File: config.mk
export PLATFORM = sky130hd
export DESIGN_NAME = fetch_unit
export DESIGN_NICKNAME = d
export VERILOG_FILES = /design/src/rtl/fetch_unit_pkg.sv /design/src/rtl/fetch_unit_fifo.sv /design/src/rtl/fetch_unit.sv
export SDC_FILE = /design/constraint.sdc
export NUM_CORES = 1
export LEC_CHECK = 0
export BUFFER_PORTS_ARGS = -buffer_cell sky130_fd_sc_hd__buf_4
export CORE_MARGIN = 1
export CORE_UTILIZATION = 60
export CTS_CLUSTER_SIZE = 20
export DETAILED_ROUTE_END_ITERATION = 16
export PLACE_DENSITY_LB_ADDON = 0.12
export SETUP_SLACK_MARGIN = 0.1
export SKIP_CTS_REPAIR_TIMING = 1
export SLEW_MARGIN = 20
export SYNTH_ARGS = -nofsm -noshare
export SYNTH_HDL_FRONTEND = slang
export SYNTH_SLANG_ARGS = --single-unit
export TNS_END_PERCENT = 1
File: constraint.sdc
create_clock -name clk -period 9.75 [get_ports clk]
set_clock_uncertainty 0.2 [all_clocks]
set_input_delay 2.925 -clock clk [delete_from_list [all_inputs] [get_ports clk]]
set_output_delay 2.925 -clock clk [all_outputs]
set_load 0.005 [all_outputs]
File: src/rtl/fetch_unit_pkg.sv
// Shared processor constants so the core and the fetch stage agree on reset
// vectors, the bubble encoding and opcode values.
package proc_pkg;

  localparam int          ARCH_BITS       = 32;
  localparam logic [31:0] PC_RST          = 32'h0000_1000;
  localparam logic [31:0] PC_EXCEPT       = 32'h0000_0100;
  localparam logic [31:0] NOP_INSTRUCTION = 32'hFFFF_FFFF;

  localparam logic [6:0] OPCODE_LUI    = 7'b0110111;
  localparam logic [6:0] OPCODE_AUIPC  = 7'b0010111;
  localparam logic [6:0] OPCODE_JAL    = 7'b1101111;
  localparam logic [6:0] OPCODE_JALR   = 7'b1100111;
  localparam logic [6:0] OPCODE_BRANCH = 7'b1100011;
  localparam logic [6:0] OPCODE_LOAD   = 7'b0000011;
  localparam logic [6:0] OPCODE_STORE  = 7'b0100011;
  localparam logic [6:0] OPCODE_OPIMM  = 7'b0010011;
  localparam logic [6:0] OPCODE_OP     = 7'b0110011;
  localparam logic [6:0] OPCODE_SYSTEM = 7'b1110011;

endpackage

File: src/rtl/fetch_unit_fifo.sv
// Generic synchronous FIFO with a flush input; used as the fetch buffer
// holding {pc, inst} pairs between icache and decode.
module fetch_fifo #(
  parameter int WIDTH = 64,
  parameter int DEPTH = 4
) (
  input  logic                     clk,
  input  logic                     rst,
  input  logic                     flush,
  input  logic                     push,
  input  logic [WIDTH-1:0]         pushData,
  input  logic                     pop,
  output logic [WIDTH-1:0]         headData,
  output logic [$clog2(DEPTH):0]   count
);

  localparam int PTR_W = $clog2(DEPTH);
  localparam int CNT_W = PTR_W + 1;

  logic [WIDTH-1:0] mem [DEPTH];
  logic [PTR_W-1:0] rdPtr;
  logic [PTR_W-1:0] wrPtr;
  logic             full;
  logic             doPush;
  logic             doPop;

  assign full     = (count == CNT_W'(DEPTH));
  assign doPush   = push && !full && !flush;
  assign doPop    = pop && (count != '0) && !flush;
  assign headData = mem[rdPtr];

  always_ff @(posedge clk) begin
    if (doPush && !rst) mem[wrPtr] <= pushData;
  end

  // Pointers are PTR_W wide so they wrap on their own at DEPTH.
  always_ff @(posedge clk) begin
    if (rst || flush) begin
      rdPtr <= '0;
      wrPtr <= '0;
      count <= '0;
    end else begin
      if (doPush) wrPtr <= wrPtr + 1'b1;
      if (doPop)  rdPtr <= rdPtr + 1'b1;
      case ({doPush, doPop})
        2'b10:   count <= count + 1'b1;
        2'b01:   count <= count - 1'b1;
        default: count <= count;
      endcase
    end
  end

endmodule

File: src/rtl/fetch_unit.sv
// Decoupled instruction fetch: sequences the fetch PC, buffers icache hits
// with their PCs and hands them to decode under a valid/stall handshake.
module fetch_unit #(
  parameter int                  ARCH_BITS       = proc_pkg::ARCH_BITS,
  parameter logic [ARCH_BITS-1:0] PC_RST         = proc_pkg::PC_RST,
  parameter int                  QUEUE_DEPTH     = 4,
  parameter logic [ARCH_BITS-1:0] NOP_INSTRUCTION = proc_pkg::NOP_INSTRUCTION
) (
  input  logic                         clk,
  input  logic                         rst,
  output logic [ARCH_BITS-1:0]         icAddr,
  output logic                         icReq,
  input  logic [ARCH_BITS-1:0]         icInst,
  input  logic                         icValid,
  input  logic                         redirect,
  input  logic [ARCH_BITS-1:0]         redirectPc,
  input  logic                         decStall,
  output logic                         decValid,
  output logic [ARCH_BITS-1:0]         decInst,
  output logic [ARCH_BITS-1:0]         decPc,
  output logic [$clog2(QUEUE_DEPTH):0] queueCount
);

  import proc_pkg::*;

  localparam int CNT_W = $clog2(QUEUE_DEPTH) + 1;

  logic [ARCH_BITS-1:0]   fetchPc;
  logic [2*ARCH_BITS-1:0] headEntry;
  logic                   queueFull;
  logic                   push;
  logic                   pop;

  assign queueFull = (queueCount == CNT_W'(QUEUE_DEPTH));
  assign icAddr    = fetchPc;
  assign icReq     = !rst && !redirect && !queueFull;
  assign push      = icReq && icValid;
  assign decValid  = (queueCount != '0) && !redirect;
  assign pop       = decValid && !decStall;
  assign decPc     = decValid ? headEntry[2*ARCH_BITS-1:ARCH_BITS] : '0;
  assign decInst   = decValid ? headEntry[ARCH_BITS-1:0] : NOP_INSTRUCTION;

  // Reset beats redirect, redirect beats sequential advance; a miss holds
  // the PC so the same address is re-requested next cycle.
  always_ff @(posedge clk) begin
    if (rst)
      fetchPc <= PC_RST;
    else if (redirect)
      fetchPc <= {redirectPc[ARCH_BITS-1:2], 2'b00};
    else if (push)
      fetchPc <= fetchPc + ARCH_BITS'(4);
  end

  fetch_fifo #(
    .WIDTH (2*ARCH_BITS),
    .DEPTH (QUEUE_DEPTH)
  ) fifo (
    .clk      (clk),
    .rst      (rst),
    .flush    (redirect),
    .push     (push),
    .pushData ({fetchPc, icInst}),
    .pop      (pop),
    .headData (headEntry),
    .count    (queueCount)
  );

endmodule

* Word-level counts from Yosys, hierarchy flattened
Memories as Yosys holds them, arrays and structs flattened. A register that Yosys moved wholly into a read port is not among the register bits.
Cells that the tools add are included.
** Storage, ports and cells
- Bits in writable memories :: 256
- Output and inout port bits :: 101
- Bits in registers :: 39
- Logic and storage cells :: 42
- Input bits :: 69
- Memories kept :: 1
** Cells by class
- Equal/unequal tests :: 3
- Muxes and demuxes :: 9
- Reductions and logical operators :: 19
- Add/subtract/negate cells :: 5
** Memories
- fifo.mem :: depth 4, bits a word 64, rd ports 1, clocked after Yosys merged registers in 1, wr ports 1, RTL line fetch_unit_fifo.sv:20 : logic [WIDTH-1:0] mem [DEPTH];
** Operators by type and width (number)
- 32-bit 2-to-1 mux :: 4
- 32-bit by 3-bit adder with 32-bit output (second input constant) :: 1
- 1-bit logical AND :: 10
- 3-bit case mux with 2 select lines :: 1
- 2-bit by 1-bit adder with 2-bit output (second input constant) :: 2
- 1-bit logical NOT :: 4
- 2-bit 2-to-1 mux :: 2
- 2-bit nonzero test :: 2
- 3-bit by 1-bit adder with 3-bit output (second input constant) :: 1
- 3-bit equality test (second input constant) :: 1
- 3-bit nonzero test :: 1
- 3-bit by 1-bit subtractor with 3-bit output (second input constant) :: 1
- 2-bit by 1-bit equality test with 1-bit output (second input constant) :: 1
- 2-bit equality test (second input constant) :: 1
- 1-bit 2-to-1 mux :: 2
- 2-bit OR reduction :: 1
- 1-bit logical OR :: 1

* Logic depth before layout (Yosys ltp)
- Depth in word-level cells :: 9
- Gate-level depth with buffers :: 11

* Cells and area by module
A second synthesis with hierarchy kept.
** Unflattened totals
- Cells, all modules :: 683
- Area total of the unflattened synthesis :: 12124.1 µm²
** By module, submodules not included
- fetch_fifo :: cells an instance 388, area an instance 9829.4 µm², times used 1
- fetch_unit :: cells an instance 295, area an instance 2294.7 µm², times used 1

* Least setup slack after synthesis
Ideal clock, no wire load.
- Kind :: input to output
- From :: in redirect
- To :: out decPc[22]
- Setup slack :: 2.810 ns
- Path buffers :: 2
- Stages on the path :: 5
- Arrival time :: 3.815 ns
- Path through :: buf_6 > or2_2 > inv_1 > clkbuf_1 > and2_1
** Between the ends
- Word-level cells in the longest chain between the ends :: 3
** RTL lines
- start: declaration :: RTL line fetch_unit.sv:15 : input logic redirect,
- 1-bit logical NOT :: RTL line fetch_unit.sv:38 : assign decValid = (queueCount != '0) && !redirect;
- 1-bit logical AND :: RTL line fetch_unit.sv:38
- via decValid :: RTL line fetch_unit.sv:18 : output logic decValid,
- 32-bit 2-to-1 mux :: RTL line fetch_unit.sv:40 : assign decPc = decValid ? headEntry[2*ARCH_BITS-1:ARCH_BITS] : '0;
- end: declaration :: RTL line fetch_unit.sv:20 : output logic [ARCH_BITS-1:0] decPc,
The timed path passes the listed nets, and every way through them passes these cells.

* Worst setup path in the final report
- From :: in redirect
- To :: out decPc[29]
** Between the ends
- Word-level cells in the longest chain between the ends :: 3
** RTL lines (RTL line)
- 1-bit logical NOT :: fetch_unit.sv:38
- 1-bit logical AND :: fetch_unit.sv:38
- 32-bit 2-to-1 mux :: fetch_unit.sv:40
Every way passes these cells.

==> metrics.cfg <==
[setup_path]
end_kind=output pin
crit_chain=buf_4 > or2_2 > inv_1 > and2_1 > buf_4
critical-path-max-stage-delay_ps=690
cp_slowest_cell=inv_1
cp-start-kind=input port
cp_max_fo=54
worst-setup-path-type=in -> out
cp_top_family=buffers and inverters
cp.arrival_ps=4720
worstPathRequired_ps=6630
critPathBufInv=3
cp_common_cell=buf_4

[final_layout]
antenna_cells=0
area_delta_synth_final_pct=19.7
stdcell_count=1101
nets=896
final_cell_area_um2=13800
drive_gt1_share_pct=33.7
nFillCells=1179

[clock_tree]
cts.clk_slew.worst_paths_ps=60
numCtsBuffers=28
clock_latency_ps=530
clockBufferDepth=3
htreeDepth=1
root_buffer=clkbuf_16
tritoncts=yes
cts_num_sinks=287

[synth]
yosys_register_bits=287
synth.most_common_cell=edfxtp_1
synth_top_area_share_pct=64.4
synth.distinct_cells=46
async_flop_share_pct=0
synthFlopType=edfxtp_1
postSynthAreaPerCell_um2=17.4
synth_cells=666
synth_commonest_cells=248 x edfxtp_1, 62 x mux4_2, 39 x dfxtp_1
seq_area_frac_synth_pct=71.1
mappedNetlistArea_um2=11600
yosysTopAreaCell=edfxtp_1
yosys_warnings=0
synth_edf_count=248
synth_area_leaders=edfxtp_1 64%, mux4_2 12%, dfxtp_1 6.7%

[timing]
worstMarginPinSlew_ps=1010
drv_slew=0
finalCritPeriodShare_pct=80.4
rsz0062_at_grt=false
finalHoldViolCount=0
holdWs_ps=314
fin_setup_tns_ps=0
max_freq_ghz=0.128
setup_viol=0
fin_ws_ps=1910
period_minus_slack_ps=7840
slew_headroom_pct=32.4

[placement]
dp.cells=1050
placed_area_um2=13000
gp_congestion=0.803
port_buffers=163
pre_cts_ws_ps=1920
place_hpwl_um=13900

[floorplanning]
start_util_pct=61.4
die-area_um2=19800
die_h_um=141
core_um2=18800
io-pin-count=170
die_x_um=141
rows=50

[detailed_routing]
ant_nets=0
via_count=6626
wire_per_inst_um=22.1
via_per_inst=6.02
drt_iter0_markers=562
drc_errors=0
routed_wl_um=24300
drtPass1Iterations=5

[grt]
grt.overflow.total=0
first_global_vias=6842
gr-usage-all-layers_pct=25.1
antenna_found_initial=0
grt_max_degree=63
grt_pass1_wl_um=37500

[run]
maxCapViolCount=0

[power]
peakVddDrop_v=0.000179
p_leak_nw=4.60
power_density_nw_per_um2=181

[min_path]
min_path_type=reg -> reg

[run_status]
status=complete, no violations

registers in the layout, summed over array words and instances (netlist names), named ones only:
register and cells:
fifo.rdPtr 2, fifo.wrPtr 2, fifo.count 3, icAddr 30
fifo.mem 248
layer usage:
layer / part of all wire [%] / wire length [um] / GRT usage [%]
met5: 0 / 0 / 0
met4: 2.2 / 547 / 8.01
met3: 6.9 / 1670 / 5.37
met2: 50 / 12200 / 41.4
met1: 41 / 9920 / 33.7
power breakdown:
part | leakage [nW] | internal (W) | switching (W) | total (W)
clock | 0.427 | 0.000594 | 0.000431 | 0.00102
sequential | 2.56 | 0.00136 | 0.0000256 | 0.00138
combinational | 1.61 | 0.0000522 | 0.0000496 | 0.000102
total | 4.60 | 0.00200 | 0.000506 | 0.00251
tightest hold or removal path, stage by stage (launching register included):
cell     delay [ps]
dfxtp_1         340
nand2_1          70
a21oi_1          60
final cells by class:
cell class	count	area [um^2]	share of cell area (%)
multi-input cells	329	3140	22.7
clock buffers	36	752	5.43
inverters	8	30.0	0.217
flip-flops and latches	287	8240	59.5
repair buffers	166	1250	9.00
clock inverters	15	120	0.867
well taps	260	325	2.35
logic make-up (layout without fill, tap and decap cells):
kind of cell	count (synthesis)	after routing	share of synthesized area, %
xor+xnor	25	25	1.89
compound gates	54	54	3.09
simple gates	176	176	8.82
buf+inv	53	225	2.04
mux	63	63	12.2
fa+ha+maj	7	7	0.822
flops	287	287	71.1
other cells	1	4	0.0324
path summary, 6_finish.rpt:
| kind | start | end | slack, ps | cells past startpoint |
|---|---|---|---|---|
| worst max-delay path | redirect | decPc[29] | 1910 | 5 |
| worst min-delay path | fifo.wrPtr[1]$_SDFFE_PP0N_ | fifo.wrPtr[1]$_SDFFE_PP0N_ | 310 | 2 |
| worst max register to register | fifo.count[2]$_SDFFE_PP0P_ | fifo.count[2]$_SDFFE_PP0P_ | 6600 | 9 |
| worst min register to register | fifo.wrPtr[1]$_SDFFE_PP0N_ | fifo.wrPtr[1]$_SDFFE_PP0N_ | 310 | 2 |
per-stage QoR:
step / total power [W] / util, %
CTS: 0.00252 / 73.5
floorplan: 0.00145 / -
detailed placement: 0.00151 / 68.9
global placement: 0.00150 / 68.9
finish: 0.00251 / 73.5
global route: 0.00258 / 73.5
cells in the final DEF, fill, tap and decap left out, types with 7 or more instances in the layout:
cell and instances:
a211oi_1 10, a21oi_1 13, a31oi_1 10, and2_1 38, buf_4 166, clkbuf_1 7
clkbuf_16 29, dfxtp_1 37, edfxtp_1 248, inv_1 7, mux4_2 62, nand2_1 23
nand3_1 9, nand4_1 14, nor2_1 23, o22ai_1 8, or3_1 37, xnor2_1 14
xor2_1 11
Power figures use the tool's default switching activity.
